==> src/rtl/kes_mem_arbiter.sv <==
// kes_mem_arbiter: two-port (instruction fetch / data) arbiter in front of a
// single asynchronous-handshake SRAM. Round-robin between simultaneous
// requesters, one access in flight at a time, 3-state FSM (IDLE/BUSY/RESP).
// Optional build macro: KES_ARB_TIMEOUT_EN adds a BUSY watchdog that ends a
// stuck access with an error response after TIMEOUT clocks.
module kes_mem_arbiter #(
  parameter int ADDR_W  = 8,
  parameter int DATA_W  = 8,
  parameter int TIMEOUT = 64
) (
  input  logic              clock,
  input  logic              reset,
  input  logic              i_req,
  input  logic [ADDR_W-1:0] i_addr,
  output logic              i_ack,
  output logic              i_err,
  output logic [DATA_W-1:0] i_rdata,
  input  logic              d_req,
  input  logic              d_write,
  input  logic [ADDR_W-1:0] d_addr,
  input  logic [DATA_W-1:0] d_wdata,
  output logic              d_ack,
  output logic              d_err,
  output logic [DATA_W-1:0] d_rdata,
  output logic              mem_start,
  output logic              mem_write,
  output logic [ADDR_W-1:0] mem_addr,
  output logic [DATA_W-1:0] mem_wdata,
  input  logic [DATA_W-1:0] mem_rdata,
  input  logic              mem_done,
  output logic              busy
);

  typedef enum logic [1:0] {IDLE, BUSY, RESP} state_t;

  state_t     state;
  logic [1:0] done_sync;
  logic       done_s;
  logic       last_d;   // 1 = D port was granted last, 0 = I port
  logic       grant_d;  // port owning the access in flight
  logic       pick_d;

`ifdef KES_ARB_TIMEOUT_EN
  logic [7:0] wd_cnt;
  logic       wd_expire;
  logic       i_err_r;
  logic       d_err_r;

  // The count held during a BUSY cycle is the number of BUSY cycles already
  // spent, so this cycle is the one where the count reaches TIMEOUT.
  assign wd_expire = (8'(wd_cnt + 8'd1) == 8'(TIMEOUT));
  assign i_err     = i_err_r;
  assign d_err     = d_err_r;
`else
  assign i_err = 1'b0;
  assign d_err = 1'b0;
`endif

  assign done_s = done_sync[1];
  assign busy   = (state != IDLE);

  // Arbitration: a lone requester always wins; with both requesting, the
  // port that was not served last wins.
  always_comb begin
    pick_d = d_req && (!i_req || !last_d);
  end

  // Two-flop synchronizer for the SRAM done line, which is not clock-related.
  always_ff @(posedge clock or posedge reset) begin
    if (reset) begin
      done_sync <= 2'b00;
    end else begin
      done_sync <= {done_sync[0], mem_done};
    end
  end

  // Main FSM; every output it drives is a register so mem_* stay glitch free.
  always_ff @(posedge clock or posedge reset) begin
    if (reset) begin
      state     <= IDLE;
      mem_start <= 1'b0;
      mem_write <= 1'b0;
      mem_addr  <= '0;
      mem_wdata <= '0;
      i_ack     <= 1'b0;
      d_ack     <= 1'b0;
      i_rdata   <= '0;
      d_rdata   <= '0;
      last_d    <= 1'b0;
      grant_d   <= 1'b0;
`ifdef KES_ARB_TIMEOUT_EN
      i_err_r   <= 1'b0;
      d_err_r   <= 1'b0;
      wd_cnt    <= '0;
`endif
    end else begin
      case (state)
        IDLE: begin
          // done_s still high means the SRAM has not released the last access.
          if (!done_s && (i_req || d_req)) begin
            grant_d   <= pick_d;
            mem_start <= 1'b1;
            if (pick_d) begin
              mem_write <= d_write;
              mem_addr  <= d_addr;
              mem_wdata <= d_wdata;
            end else begin
              mem_write <= 1'b0;
              mem_addr  <= i_addr;
              mem_wdata <= '0;
            end
`ifdef KES_ARB_TIMEOUT_EN
            wd_cnt <= '0;
`endif
            state <= BUSY;
          end
        end

        BUSY: begin
`ifdef KES_ARB_TIMEOUT_EN
          wd_cnt <= 8'(wd_cnt + 8'd1);
`endif
          if (done_s) begin
            mem_start <= 1'b0;
            if (grant_d) begin
              if (!mem_write) begin
                d_rdata <= mem_rdata;
              end
              d_ack <= 1'b1;
            end else begin
              i_rdata <= mem_rdata;
              i_ack   <= 1'b1;
            end
            state <= RESP;
          end
`ifdef KES_ARB_TIMEOUT_EN
          else if (wd_expire) begin
            mem_start <= 1'b0;
            if (grant_d) begin
              d_rdata <= '0;
              d_err_r <= 1'b1;
              d_ack   <= 1'b1;
            end else begin
              i_rdata <= '0;
              i_err_r <= 1'b1;
              i_ack   <= 1'b1;
            end
            state <= RESP;
          end
`endif
        end

        RESP: begin
          // The ack raised on entry lives exactly this one cycle.
          i_ack  <= 1'b0;
          d_ack  <= 1'b0;
`ifdef KES_ARB_TIMEOUT_EN
          i_err_r <= 1'b0;
          d_err_r <= 1'b0;
`endif
          last_d <= grant_d;
          state  <= IDLE;
        end

        default: begin
          state <= IDLE;
        end
      endcase
    end
  end

endmodule
==> config.mk <==
export PLATFORM = sky130hd
export DESIGN_NAME = kes_mem_arbiter
export DESIGN_NICKNAME = d
export VERILOG_FILES = /design/src/rtl/kes_mem_arbiter.sv
export SDC_FILE = /design/constraint.sdc
export NUM_CORES = 1
export LEC_CHECK = 0
export ABC_AREA = 0
export BUFFER_PORTS_ARGS = -buffer_cell sky130_fd_sc_hd__buf_4
export CAP_MARGIN = 10
export CORE_MARGIN = 5
export CORE_UTILIZATION = 46
export DETAILED_ROUTE_END_ITERATION = 6
export PLACE_DENSITY = 0.81
export RECOVER_POWER = 25
export SLEW_MARGIN = 0
export SYNTH_ARGS = -nofsm -noshare
export SYNTH_HDL_FRONTEND = slang
export SYNTH_SLANG_ARGS = --single-unit
==> constraint.sdc <==
create_clock -name clock -period 2.2 [get_ports clock]
set_clock_uncertainty 0.15 [all_clocks]
set_input_delay 0.33 -clock clock [delete_from_list [all_inputs] [get_ports clock]]
set_output_delay 0.33 -clock clock [all_outputs]
set_load 0.02 [all_outputs]
* Word-level counts from Yosys, hierarchy flattened
Cells that the tools add are included.
W data, S select, Z words.
** Storage, ports and cells
- Register bits :: 42
- Input bits :: 38
- Output and inout bits :: 39
- Logic and storage cells :: 53
** Cells by class
- Equality and inequality tests :: 6
- Muxes and demuxes :: 15
- Bitwise logic cells :: 2
- Reduce and logical (&&, ||, !) cells :: 18
** Operator list (count)
- $mux W8 :: 2
- $reduce_and A3 Y1 :: 4
- $ne A2 B2 Y1 const B :: 4
- $mux W1 :: 7
- $pmux W1 S2 :: 3
- $reduce_bool A2 Y1 :: 3
- $mux W2 :: 2
- $pmux W2 S2 :: 1
- $reduce_and A2 Y1 :: 2
- $reduce_and A4 Y1 :: 1
- $logic_not A1 Y1 :: 3
- $eq A2 B1 Y1 const B :: 1
- $eq A2 B2 Y1 const B :: 1
- $logic_and A1 B1 Y1 :: 2
- $logic_not A2 Y1 :: 1
- $logic_or A1 B1 Y1 :: 2
- $not A1 Y1 :: 2

* Depth between registers and ports, before layout
Gate-level depths: netlist of the first run.
- Depth after elaboration :: 4
- Depth in mapped cells :: 5
- Mapped depth without buffers :: 3

* Least setup slack after synthesis of the first run
OpenSTA, ideal clock, no wires.
- Kind :: register to register
- Start point :: register state[1]
- End point :: register grant_d
- Arrival time :: 1.500 ns
- Required time :: 1.925 ns
- Slack :: 0.425 ns
- Stages on the path, launching flop included :: 5
- Cell sequence :: dfrtp_1 or2_1 buf_2 nor3_4 mux2_2
** Between the ends
- Longest elaborated chain between the ends :: 2
** RTL lines
- start: declaration :: RTL line 36 : state_t state;
- start signal: assignment :: RTL line 80 : state <= IDLE;
- start signal: assignment :: RTL line 115 : state <= BUSY;
- start signal: assignment :: RTL line 134 : state <= RESP;
- $logic_not A2 Y1 :: RTL line 97 : case (state)
- $reduce_and A2 Y1 (no source line)
- end signal: assignment :: RTL line 101 : grant_d <= pick_d;
- end: declaration :: RTL line 40 : logic grant_d;
Every way passes these cells.
A chain may end at the register's enable or synchronous reset.

* Final worst setup path of the first run
- Start point :: register state[1]
- End point :: register mem_addr[3]
** Between the ends
- Longest elaborated chain between the ends :: 2
** RTL lines
- $logic_not A2 Y1 :: RTL line 97
- $reduce_and A2 Y1 (no source line)
- end signal: assignment :: RTL line 105 : mem_addr <= d_addr;
- end signal: assignment :: RTL line 109 : mem_addr <= i_addr;
- end: declaration :: RTL line 27 : output logic [ADDR_W-1:0] mem_addr,
Every way passes these cells.

==> results of run 1 <==
## flip-flops by register name, summed over array words and instances (netlist names)
name / flops
i_rdata: 8
grant_d: 1
state: 2
mem_wdata: 8
mem_start: 1
mem_addr: 8
mem_write: 1
d_ack: 1
i_ack: 1
last_d: 1
done_sync: 2
d_rdata: 8
## worst register-to-register path: cells and delay by family (launching register included)
family / cells / cell delay [ns]
AO/OA/AOI/OAI: 1 / 0.29
AND/OR/NAND/NOR: 2 / 0.91
flip-flops: 1 / 0.41
## final timing paths
| kind | to | cells after the start |
|---|---|---|
| setup / recovery | mem_addr[3] | 3 |
| hold reg to reg | done_sync[1] | 0 |
| setup reg to reg | mem_addr[3] | 3 |
| hold / removal | d_rdata[2] | 2 |
| max in group asynchronous | mem_addr[3] | 4 |
| min in group asynchronous | d_rdata[6] | 3 |
## per-layer routing
layer  up-vias  wire [um]  part of all wire
met1       622       1611              0.40
li1        624          -                 -
met5         -          0                 0
met3         5        432              0.11
met4         0         31            0.0078
met2        60       1924              0.48
## what timing repair did
item,CTS,global route
resized for setup,0,0
hold endpoints to repair,18,0
hold buffers,2,0
## power by group
| group | switching [W] | internal, W | leakage (nW) |
|---|---|---|---|
| Clock | 0.000230 | 0.000242 | 0.0431 |
| Sequential | 0.000165 | 0.00103 | 0.501 |
| Combinational | 0.000558 | 0.000530 | 0.606 |
| Total | 0.000953 | 0.00180 | 1.15 |
## cell usage after synthesis (all sizes together), types with 2 or more instances
cell type and count:
a21o 2, buf 5, dfrtp 42, inv 12, mux2 18, mux2i 9
nand2 11, nor2 2, o221a 8, or4 8
## cells by family after synthesis
| kind of cell | count (synthesis) | synth area share |
|---|---|---|
| AOI/OAI and AO/OA | 15 | 0.08106 |
| and+or+nand+nor | 27 | 0.09757 |
| buffers and inverters | 18 | 0.04877 |
| DFF | 42 | 0.6026 |
| muxes | 27 | 0.1679 |
| other | 1 | 0.002150 |
## cell usage in the layout, fill, tap and decap left out
cell	n
sky130_fd_sc_hd__dfrtp_1	42
sky130_fd_sc_hd__o21ai_0	1
sky130_fd_sc_hd__mux2_2	18
sky130_fd_sc_hd__buf_4	71
sky130_fd_sc_hd__a31oi_1	1
sky130_fd_sc_hd__nor3_4	1
sky130_fd_sc_hd__mux2i_1	9
sky130_fd_sc_hd__or4b_1	1
sky130_fd_sc_hd__nand3b_1	1
sky130_fd_sc_hd__or4_1	8
sky130_fd_sc_hd__nor2_2	1
sky130_fd_sc_hd__clkinv_1	1
sky130_fd_sc_hd__clkbuf_8	6
sky130_fd_sc_hd__inv_1	11
sky130_fd_sc_hd__a21o_1	2
sky130_fd_sc_hd__conb_1	2
sky130_fd_sc_hd__o221a_1	8
sky130_fd_sc_hd__dlygate4sd3_1	2
sky130_fd_sc_hd__a21boi_1	1
sky130_fd_sc_hd__a211oi_1	1
sky130_fd_sc_hd__nor2_1	1
sky130_fd_sc_hd__a21bo_2	1
sky130_fd_sc_hd__nor3b_2	1
sky130_fd_sc_hd__or2_1	1
sky130_fd_sc_hd__clkbuf_4	2
sky130_fd_sc_hd__clkbuf_1	8
sky130_fd_sc_hd__nor2b_1	1
sky130_fd_sc_hd__nand2_1	11
## final cells by class
type	instances	share of cell area
clock buffer	6	0.03373
multi-input combinational	71	0.2499
sequential	42	0.4292
tap	48	0.02453
timing repair buffer	83	0.2443
inverter	12	0.01840
## stage by stage
step                cells  instance area [um^2]  power [W]  hold WS, ns
floorplan             131                  1748   0.001791       0.1812
global placement      254                  2376   0.002297       0.1857
detailed placement    254                  2376   0.002338       0.1864
CTS                   262                  2479   0.002825       0.1208
global route          262                  2449   0.002919       0.1165
finish                262                  2449   0.002752       0.1288
==> results.md, run 1 <==
Layout:
- The multi-input combinational cells in the finished layout cover a total of 611.8 um^2.
- The repair_antennas step left the layout with diodes totalling 0.
- For this run, the share of the core covered by cells in the final layout is 0.6688.
- The growth of design area from synthesis to finish is 40.39%.
- The share of post-route cells with drive strength above 1 is 0.4720.
- The number of fill cells is 293.
- Registers take approximately 1100 um^2.
- The final net count is 253.

Hold path:
- The tightest min-delay check is of the input pin to flip-flop type.
- In this run the most critical hold path is launched from mem_rdata[2].

Critical path:
- The setup check on the worst reg-to-reg path leaves a slack of between 0.3 and 0.4 ns.
- The longest individual stage delay on the worst path is approximately 0.66 ns.
- Traced cell by cell, the critical path runs through or2_1 > or4b_1 > o221a_1.
- The arrival time of the worst setup path is 1.90 ns.
- The maximum fanout encountered on the critical timing path is 8.
- In this run the worst setup path begins at state[1].
- The critical path contains buffers and inverters numbering 0 combined.
- The category of cells accounting for the largest share of critical-path delay is simple AND/OR/NAND/NOR gates.
- The kind of end point of the critical path is a flip-flop.
- The startpoint of the lowest-slack register-to-register path is state[1].
- The required arrival time at the worst endpoint is 2.22 ns.
- STA classifies the critical path startpoint as a flip-flop.
- The worst setup path is of the flip-flop to flip-flop kind.
- On the critical path, the stage with the largest delay is an instance of sky130_fd_sc_hd__or4b_1.

Power and ir drop:
- The power density relative to cell area is around 1100 nW/um^2.
- IR analysis of the VDD net gives a maximum drop of 0.7365 mV.
- The leakage power is around 1.2 nW.

Timing:
- The final setup slack of the worst path is 0.3254 ns.
- In this run the tightest slew margin relative to its limit is 0.5979.
- The final count of pins violating max slew is 0.
- Setup violations remaining at the end of the flow were counted as 0.
- Setup repair after global routing left no endpoint under its margin.
- Adding up every negative setup slack in the final design gives 0 ns.
- Timing would allow up to roughly 0.53 GHz.
- For the pin with the worst max-slew slack, the measured transition is 0.5995 ns.
- The total count of hold-check failures in the final report is 0.
- The minimum period implied by the final worst setup slack is 1.875 ns.
- The post-route fraction of the period consumed by the critical path is 0.8521.

Synth:
- In this run the cell area of the synthesized design comes to 1744 um^2.
- The cell taking the most area after synthesis is sky130_fd_sc_hd__dfrtp_1.
- Of the post-synthesis cell area, the dominant cell type holds 0.6026.
- Yosys mapped a number of flops with a built-in enable equal to 0.
- The share of the Yosys chip area taken by registers is 0.6026.
- The number of warning messages in the yosys log is 0.
- The netlist uses 26 different library cells.
- In the post-synthesis netlist, the biggest area contributors are sky130_fd_sc_hd__dfrtp_1, sky130_fd_sc_hd__mux2_2, sky130_fd_sc_hd__mux2i_1.
- Averaged over all synthesized cells, the footprint is around 13 um^2.
- The async set-or-reset flop fraction in the synthesized netlist is 1.000.
- The synthesized instance count is 130.
- For this run, the leading register cell type out of synthesis is sky130_fd_sc_hd__dfrtp_1.
- Counting flops and latches in the post-synthesis netlist gives 42.

Global route:
- In the global route stage, met3 resource usage came out at 0.07574.
- The via count of the first global-routing pass came to between 1k and 1.5k.
- The routing layer with the top usage in global route is met2.
- The first-pass GRT wire length is 6651 um.
- The number of antenna violations at the first check in global routing came to 0.
- The total congestion overflow after global routing is 0.
- In the global route stage, met2 resource usage came out at 0.2745.
- Entering global routing, the biggest net connects 26 pins.
- For this run, the total global-route usage over all layers was measured as 0.1628.
- The met1 global-route usage is 0.1886.

Drt:
- Summing over every cut layer, the via total after detailed routing is 1311.
- After detailed routing, the number of remaining DRC violations is 0.
- The number of nets with antenna violations after detailed routing is 0.
- For this block, the routed nets add up to 3999 um of wire.
- The pre-antenna-repair detailed-routing pass consisted of 4 iterations.
- The detailed router finished its first iteration with 32 violations.
- The average routed wire per standard cell is between 15 and 20 um.
- After detailed routing, the number of vias per cell comes to around 5.0.

Floorplanning:
- The floorplan die width is 71.58 um.
- The initial standard-cell utilization of the core is 0.4764.
- After floorplanning, the core was sized to cover approximately 3700 um^2.
- The row count is 22.
- The top-level port count is 77.
- The die covers 5123 um^2.
- Measured along the y axis, the die boundary spans 71.58 um.

Outcome:
- The flow ran to the end, and the final reports show no timing, DRC or antenna violations.

CTS:
- The total number of H-tree levels is 2.
- The number of setup buffers added after CTS is 0.
- CTS saw 42 sinks.
- The latest clock arrival within the worst-skew pair is 0.29 ns.
- After clock tree synthesis, the clock-pin slew on the worst setup and hold paths is 0.07 ns.
- TritonCTS created 5 clock buffers.
- The TritonCTS clock tree is done.
- The clock root buffer is sky130_fd_sc_hd__clkbuf_8.
- The clock tree buffer depth is 2.

Placed design:
- The placer congestion estimate is 0.8690.
- The sum of net half-perimeters after detailed placement is 3122 um.
- The pre-CTS setup slack is between 0.3 and 0.4 ns.
- The count of buffers from port buffering is 74.

Job:
- The tool flagged a number of max-cap violations equal to 0.
Note: power is estimated with default switching activity, not from simulation.
==> inputs of run 2 (changes only) <==
--- a/config.mk
+++ b/config.mk
@@ -7,11 +7,11 @@
 export LEC_CHECK = 0
 export ABC_AREA = 0
 export BUFFER_PORTS_ARGS = -buffer_cell sky130_fd_sc_hd__buf_4
-export CAP_MARGIN = 10
-export CORE_MARGIN = 5
+export CAP_MARGIN = 20
+export CORE_MARGIN = 2
 export CORE_UTILIZATION = 46
 export DETAILED_ROUTE_END_ITERATION = 6
-export PLACE_DENSITY = 0.81
+export PLACE_DENSITY = 0.78
 export RECOVER_POWER = 25
 export SLEW_MARGIN = 0
 export SYNTH_ARGS = -nofsm -noshare
==> run 2 against run 1 <==
Against the previous run:
- non-clock buffer count shrank 2
- sequential power is essentially flat
- clock power shrank 4.2%
- fmax shrank 1.2%
- critical path type unchanged
==> results.md, run 2 (synthesized netlist as in run 1, its figures left out) <==
Floorplanning:
- The top-level port count is 77.
- The initial standard-cell utilization of the core is 0.4764.
- The floorplan has 22 rows.
- The die covers 4300 um^2.
- The total core area is 3661 um^2.
- The floorplan step set the die width to 65.58 um.
- The floorplan step set the die height to roughly 66 um.

Power and ir drop:
- Of the total power, the clock network draws 0.165.
- The combinational share of power is 0.402.
- For this design the ratio of total power to cell area is 1117 nW/um^2.
- The worst-case vdd ir drop is roughly 0.86 mV.
- The cell-internal power is 0.001800 W.
- In this run the static leakage power is 1.166 nW.
- Of the total power, the share spent switching nets is 0.3438.
- The share of total power in sequential cells is 0.434.
- Summed over all nets, the switching power comes to 0.0009434 W.

CTS:
- The total number of H-tree levels is 2.
- The clock tree buffer depth is 2.
- Clock latency on the worst-skew pair, taken at its later pin, is 0.28 ns.
- The clock root buffer is sky130_fd_sc_hd__clkbuf_8.
- Once the clock tree was built, the setup fixing pass inserted 0 buffers.
- Counting every sink on the clock net gives 42.
- The TritonCTS buffer count is 5.
- The TritonCTS clock tree is done.
- The count of instances resized after the clock tree is built is 0.
- After clock tree synthesis, the clock-pin slew on the worst setup and hold paths is 0.07 ns.

Layout:
- After the flow finishes, the layout carries non-filler instances totaling ~260.
- The number of fill cells is 303.
- The library cell used most frequently in the layout, excluding fill and tap cells, is sky130_fd_sc_hd__buf_4.
- In the layout the commonest cells are sky130_fd_sc_hd__buf_4, sky130_fd_sc_hd__dfrtp_1, sky130_fd_sc_hd__mux2_2, sky130_fd_sc_hd__inv_1, sky130_fd_sc_hd__nand2_1.
- The growth of design area from synthesis to finish is 40.82%.
- Of the cells placed in the final design, the portion with a size suffix greater than 1 is 0.5070.
- The number of antenna diodes in the final layout is 0.
- Once layout is complete, the utilization of the core stands at 0.6709.
- For this run, the post-layout net count is 251.

Critical path:
- STA puts the critical path data arrival time at 1.92 ns.
- For the worst setup path, the data required time is between 2 and 2.5 ns.
- The critical path is of the flip-flop to flip-flop type.
- The kind of end point of the critical path is a flip-flop.
- In this run the worst path has a maximum fanout of 13.
- The critical path launch point type is a flip-flop.

Timing:
- For the pin with the worst max-slew slack, the measured transition is 0.9654 ns.
- Setup violations remaining at the end of the flow were counted as 0.
- Static timing analysis puts the maximum clock frequency at 0.5273 GHz.
- The worst hold margin is ~0.13 ns.
- The minimum period implied by the final worst setup slack is 1.896 ns.
- Setup repair after global routing left no endpoint under its margin.
- Of the available clock period, the critical path in the final layout requires 0.8620.
- The final count of pins violating max slew is 0.
- The total count of hold-check failures in the final report is 0.
- The post-route setup TNS is 0 ns.
- The relative slew slack is 0.3564.
- Setup slack closes at approximately 0.30 ns.

Placed design:
- Routability-driven placement finished with a final weighted congestion of around 0.75.
- Buffers placed on the I/O ports in this run total 74.
- Detailed placement ended at an HPWL of 2829 um.
- Including well taps, the total number of placed cells is 253.
- The pre-CTS setup slack is about 0.3 ns.

Job:
- The tool flagged a number of max-cap violations equal to 0.

Global route:
- The via count of the first global-routing pass is between 1k and 1.5k.
- Across every metal layer, demand over resource in global routing totals 0.1819.
- The first global-routing pass estimated 5920 um of wire.
- Summed over all layers, the global routing overflow is 0.
- The number of antenna violations at the first check in global routing is 0.
- The largest net degree at the start of global routing is 43.

Drt:
- After detailed routing, the number of vias per cell comes to 5.023.
- After detailed routing, the average wire length per cell comes to around 14 um.
- In the routed design, unresolved DRC markers number 0.
- The detailed-router iteration count before antenna repair is 2.
- The detailed router's first-iteration violation count is 46.
- Once detail routing completed, the nets flagged for antenna violations numbered 0.
- The detailed-route via count is 1311.
- Summed over all layers, the routed wires come to around 3600 um.

Outcome:
- The flow ran to the end, and the final reports show no timing, DRC or antenna violations.

Hold path:
- The worst min-delay path class is input pin to flip-flop.
==> run 2: changes by cell type in the layout (fill, tap and decap cells not counted) <==
cell,previous run,this run
sky130_fd_sc_hd__clkbuf_8,6,5
sky130_fd_sc_hd__clkinvlp_4,0,1
sky130_fd_sc_hd__dlygate4sd3_1,2,1
sky130_fd_sc_hd__clkbuf_2,0,1
sky130_fd_sc_hd__clkbuf_1,8,1
sky130_fd_sc_hd__clkbuf_4,2,1
sky130_fd_sc_hd__buf_4,71,78
==> run 2: power by group through the flow <==
stage / logic, W / registers (W) / clock network [W]
after floorplan: 0.000321 / 0.00147 / 0
after global placement: 0.00110 / 0.00119 / 0
after global routing: 0.00117 / 0.00122 / 0.000508
after detailed placement: 0.00112 / 0.00120 / 0
final: 0.00110 / 0.00119 / 0.000452
after CTS: 0.00112 / 0.00120 / 0.000469
==> run 2: metal layers <==
metal / part of all wire / track usage
met5: 0 / 0
met4: 0.0022 / 0.05208
met3: 0.068 / 0.05993
met2: 0.53 / 0.3291
met1: 0.40 / 0.2032
==> run 2: what timing repair did <==
| action | CTS | global route |
|---|---|---|
| hold buffers | 1 | 0 |
| setup endpoints to repair | 0 | 0 |
| hold endpoints to repair | 1 | 0 |
==> run 2: worst paths after layout <==
path	startpoint	end	cells after the start	slack, ns
hold reg to reg	done_sync[0]	done_sync[1]	0	0.21
setup / recovery	done_sync[1]	i_rdata[5]	3	0.30
max in group asynchronous	reset	mem_addr[6]	3	1.12
setup reg to reg	done_sync[1]	i_rdata[5]	3	0.30
min in group asynchronous	reset	d_rdata[2]	3	0.19
hold / removal	mem_rdata[4]	i_rdata[4]	2	0.13
==> run 2: final cells by class <==
type                            instances  area, um^2  share of cell area
Tap cell                               48       60.06             0.02445
Clock inverter                          1       7.507            0.003057
Sequential cell                        42        1051              0.4279
Multi-Input combinational cell         71       611.8              0.2491
Clock buffer                            6       72.57             0.02955
Inverter                               12       45.04             0.01834
Timing Repair Buffer                   81       608.1              0.2476
==> run 2: worst max-delay path, stage by stage (launching register included) <==
cell and delay (ns):
sky130_fd_sc_hd__dfrtp_1 0.58, sky130_fd_sc_hd__nand3b_1 0.24, sky130_fd_sc_hd__nor2_2 0.42, sky130_fd_sc_hd__mux2_2 0.39
==> run 2: through the flow <==
| stage | total power (W) | area (um^2) |
|---|---|---|
| global route | 0.002904 | 2456 |
| CTS | 0.002783 | 2459 |
| detailed placement | 0.002321 | 2369 |
| floorplan | 0.001791 | 1748 |
| finish | 0.002744 | 2456 |
| global placement | 0.002286 | 2369 |
==> inputs of run 3 (changes only) <==
--- a/config.mk
+++ b/config.mk
@@ -11,7 +11,7 @@
 export CORE_MARGIN = 2
 export CORE_UTILIZATION = 46
 export DETAILED_ROUTE_END_ITERATION = 6
-export PLACE_DENSITY = 0.78
+export PLACE_DENSITY = 0.76
 export RECOVER_POWER = 25
 export SLEW_MARGIN = 0
 export SYNTH_ARGS = -nofsm -noshare
==> run 3 against run 2 <==
Against the previous run:
- global-route usage increased by 0.85 points
- die area unchanged
- non-clock buffer count increased by 3
- routed wire length increased by 1.3%
- setup slack improved by 0.035 ns
- clock power increased by 61%
- utilization increased by 2.4 points
- final area increased by 3.5%
- hold slack improved by 0.0065 ns
==> results.md, run 3 (synthesized netlist as in run 1, its figures left out) <==
Global route:
- The via count of the first global-routing pass came to 1381.
- The total congestion overflow after global routing is 0.
- The number of antenna violations at the first check in global routing is 0.
- The first global-routing pass estimated 6327 um of wire.
- Entering global routing, the biggest net connects 17 pins.
- The global router's overall resource usage is 0.1905.

Layout:
- Leaving out fill and tap cells, the most frequent cell in the layout is sky130_fd_sc_hd__buf_4.
- The number of fill cells is about 280.
- Relative to the synthesized area, the layout overhead comes to 45.77%.
- At the end of the flow, the number of nets in the layout was 254.
- The finished cells cover 2542 um^2.
- The top cell types in the final layout, fill and taps aside, are sky130_fd_sc_hd__buf_4, sky130_fd_sc_hd__dfrtp_1, sky130_fd_sc_hd__mux2_2, sky130_fd_sc_hd__inv_1, sky130_fd_sc_hd__nand2_1.
- 0 antenna diodes ended up in the layout.
- In the final layout, the share of cells above drive strength 1 is 0.5115.
- Leaving out filler cells and counting taps, the final layout contains between 200 and 300.

Power and ir drop:
- Power spread over the standard cell area amounts to approximately 1200 nW/um^2.
- In this run the static leakage power is 1.211 nW.
- The worst-case IR drop observed on VDD is 0.7833 mV.
- The sum of internal, switching and leakage power is 0.003022 W.

Placed design:
- The sum of net half-perimeters after detailed placement is 2870 um.
- At the end of routability-driven placement, the weighted congestion stood at 0.6917.
- The total cell area at the placement stage is 2384 um^2.
- The count of buffers from port buffering is 74.
- The number of cells in the design after placement is 255.

CTS:
- The clock-pin slew on the worst setup and hold paths is 0.08 ns.
- The clock root buffer is sky130_fd_sc_hd__clkbuf_8.
- The total number of H-tree levels is 2.
- At the later pin of the worst-skew pair, clock insertion delay measures 0.28 ns.
- The TritonCTS clock tree is done.
- The TritonCTS buffer count is 5.
- The clock tree buffer depth is 2.
- The clock sink total is 42.

Critical path:
- The longest individual stage delay on the worst path is between 0.6 and 0.7 ns.
- The critical path starts at state[1].
- The kind of end point of the critical path is a flip-flop.
- Data on the critical path is required at its endpoint by 2.22 ns.
- The kind of critical path is flip-flop to flip-flop.
- The worst setup path is launched from a flip-flop.
- The critical path goes through or2_1 > or4b_1 > o221a_1.
- Data arrives at the worst endpoint at 1.89 ns.
- Counting both buffers and inverters, the worst setup path holds a total of 0.
- The worst register-to-register path begins at state[1].
- The cell with the largest stage delay on the worst path is sky130_fd_sc_hd__or4b_1.
- Broken down by cell family, the worst path's largest delay share belongs to simple AND/OR/NAND/NOR gates.
- The maximum fanout encountered on the critical timing path is 8.

Timing:
- The total count of hold-check failures in the final report is 0.
- The final count of pins violating max slew is 0.
- The final number of setup-violating endpoints is 0.
- The achievable clock frequency is 0.5373 GHz.
- The relative slew slack is 0.5114.
- The actual transition at the worst max-transition pin is 0.7329 ns.
- Counting I/O delays and the setup requirement, the final critical path takes 1.861 ns.
- Hold is met by around 0.14 ns.
- Dividing the final minimum period by the clock period gives 0.8460.
- Setup repair after global routing left no endpoint under its margin.
- Summed over all failing endpoints, the final setup total negative slack is 0 ns.

Drt:
- The sum of routed wire length over all layers is between 3000 and 4000 um.
- The first detailed-routing pass ran for 4 iterations.
- The number of nets with antenna violations after detailed routing is 0.
- The detailed router's first-iteration violation count is 58.
- The DRC violations left is 0.
- The average vias per placed instance is 4.985.
- After detailed routing, the average wire length per cell comes to 13.89 um.
- The detailed-route via count is 1321.

Floorplanning:
- The row count is 22.
- The chip height is 65.58 um.
- The top-level port count is 77.
- The floorplan die width is approximately 66 um.
- The floorplan step defined a die boundary enclosing ~4300 um^2.
- The initial standard-cell utilization of the core is 0.4764.
- The total core area is 3661 um^2.

Hold path:
- The source of the worst hold timing path is mem_rdata[2].
- The tightest min-delay check is of the input pin to flip-flop type.

Job:
- The number of violations of the max-capacitance limit is 0.

Outcome:
- The run finished with clean final reports.
[run 3: cell type report]
| class | instances | area (um^2) | area share |
|---|---|---|---|
| Clock buffer | 6 | 82.58 | 0.03248 |
| Sequential cell | 42 | 1051 | 0.4134 |
| Tap cell | 48 | 60.06 | 0.02362 |
| Inverter | 12 | 45.04 | 0.01772 |
| Clock inverter | 2 | 60.06 | 0.02362 |
| Timing Repair Buffer | 84 | 631.9 | 0.2485 |
| Multi-Input combinational cell | 71 | 611.8 | 0.2406 |
[run 3: through the flow]
step                      utilization  worst slack (ns)
after floorplan                     -            0.4251
after global placement         0.6511            0.3816
after detailed placement       0.6511            0.3344
after CTS                      0.6955            0.3261
after global routing           0.6945            0.2334
final                          0.6945            0.3387
[run 3: what timing repair did]
action	4_1_cts	5_1_grt
hold endpoints to repair	13	0
buffers inserted	0	0
hold buffers	2	0
resized for setup	0	0
setup endpoints to repair	0	0
[run 3: final timing paths]
check,slack [ns],to,cells after the start
max,0.34,mem_addr[1],3
min,0.14,d_rdata[2],2
max reg2reg,0.34,mem_addr[1],3
min reg2reg,0.20,done_sync[1],0
max in group asynchronous,0.53,i_rdata[7],4
min in group asynchronous,0.40,i_rdata[1],3
[run 3: routing by layer]
| layer | up-vias | part of all wire | GRT usage |
|---|---|---|---|
| met4 | 0 | 0.0052 | 0.04688 |
| li1 | 630 | - | - |
| met5 | - | 0 | 0 |
| met3 | 3 | 0.074 | 0.04281 |
| met2 | 52 | 0.51 | 0.3342 |
| met1 | 636 | 0.41 | 0.2386 |
[run 3: power breakdown]
group          switching [W]  leakage, nW  internal, W
Combinational       0.000547        0.638     0.000560
Clock               0.000243       0.0714     0.000484
Sequential          0.000162        0.501      0.00103
[run 3: worst register-to-register path, cell delays in order (launching register included)]
cell and delay, ns:
sky130_fd_sc_hd__dfrtp_1 0.41, sky130_fd_sc_hd__or2_1 0.25, sky130_fd_sc_hd__or4b_1 0.66, sky130_fd_sc_hd__o221a_1 0.28
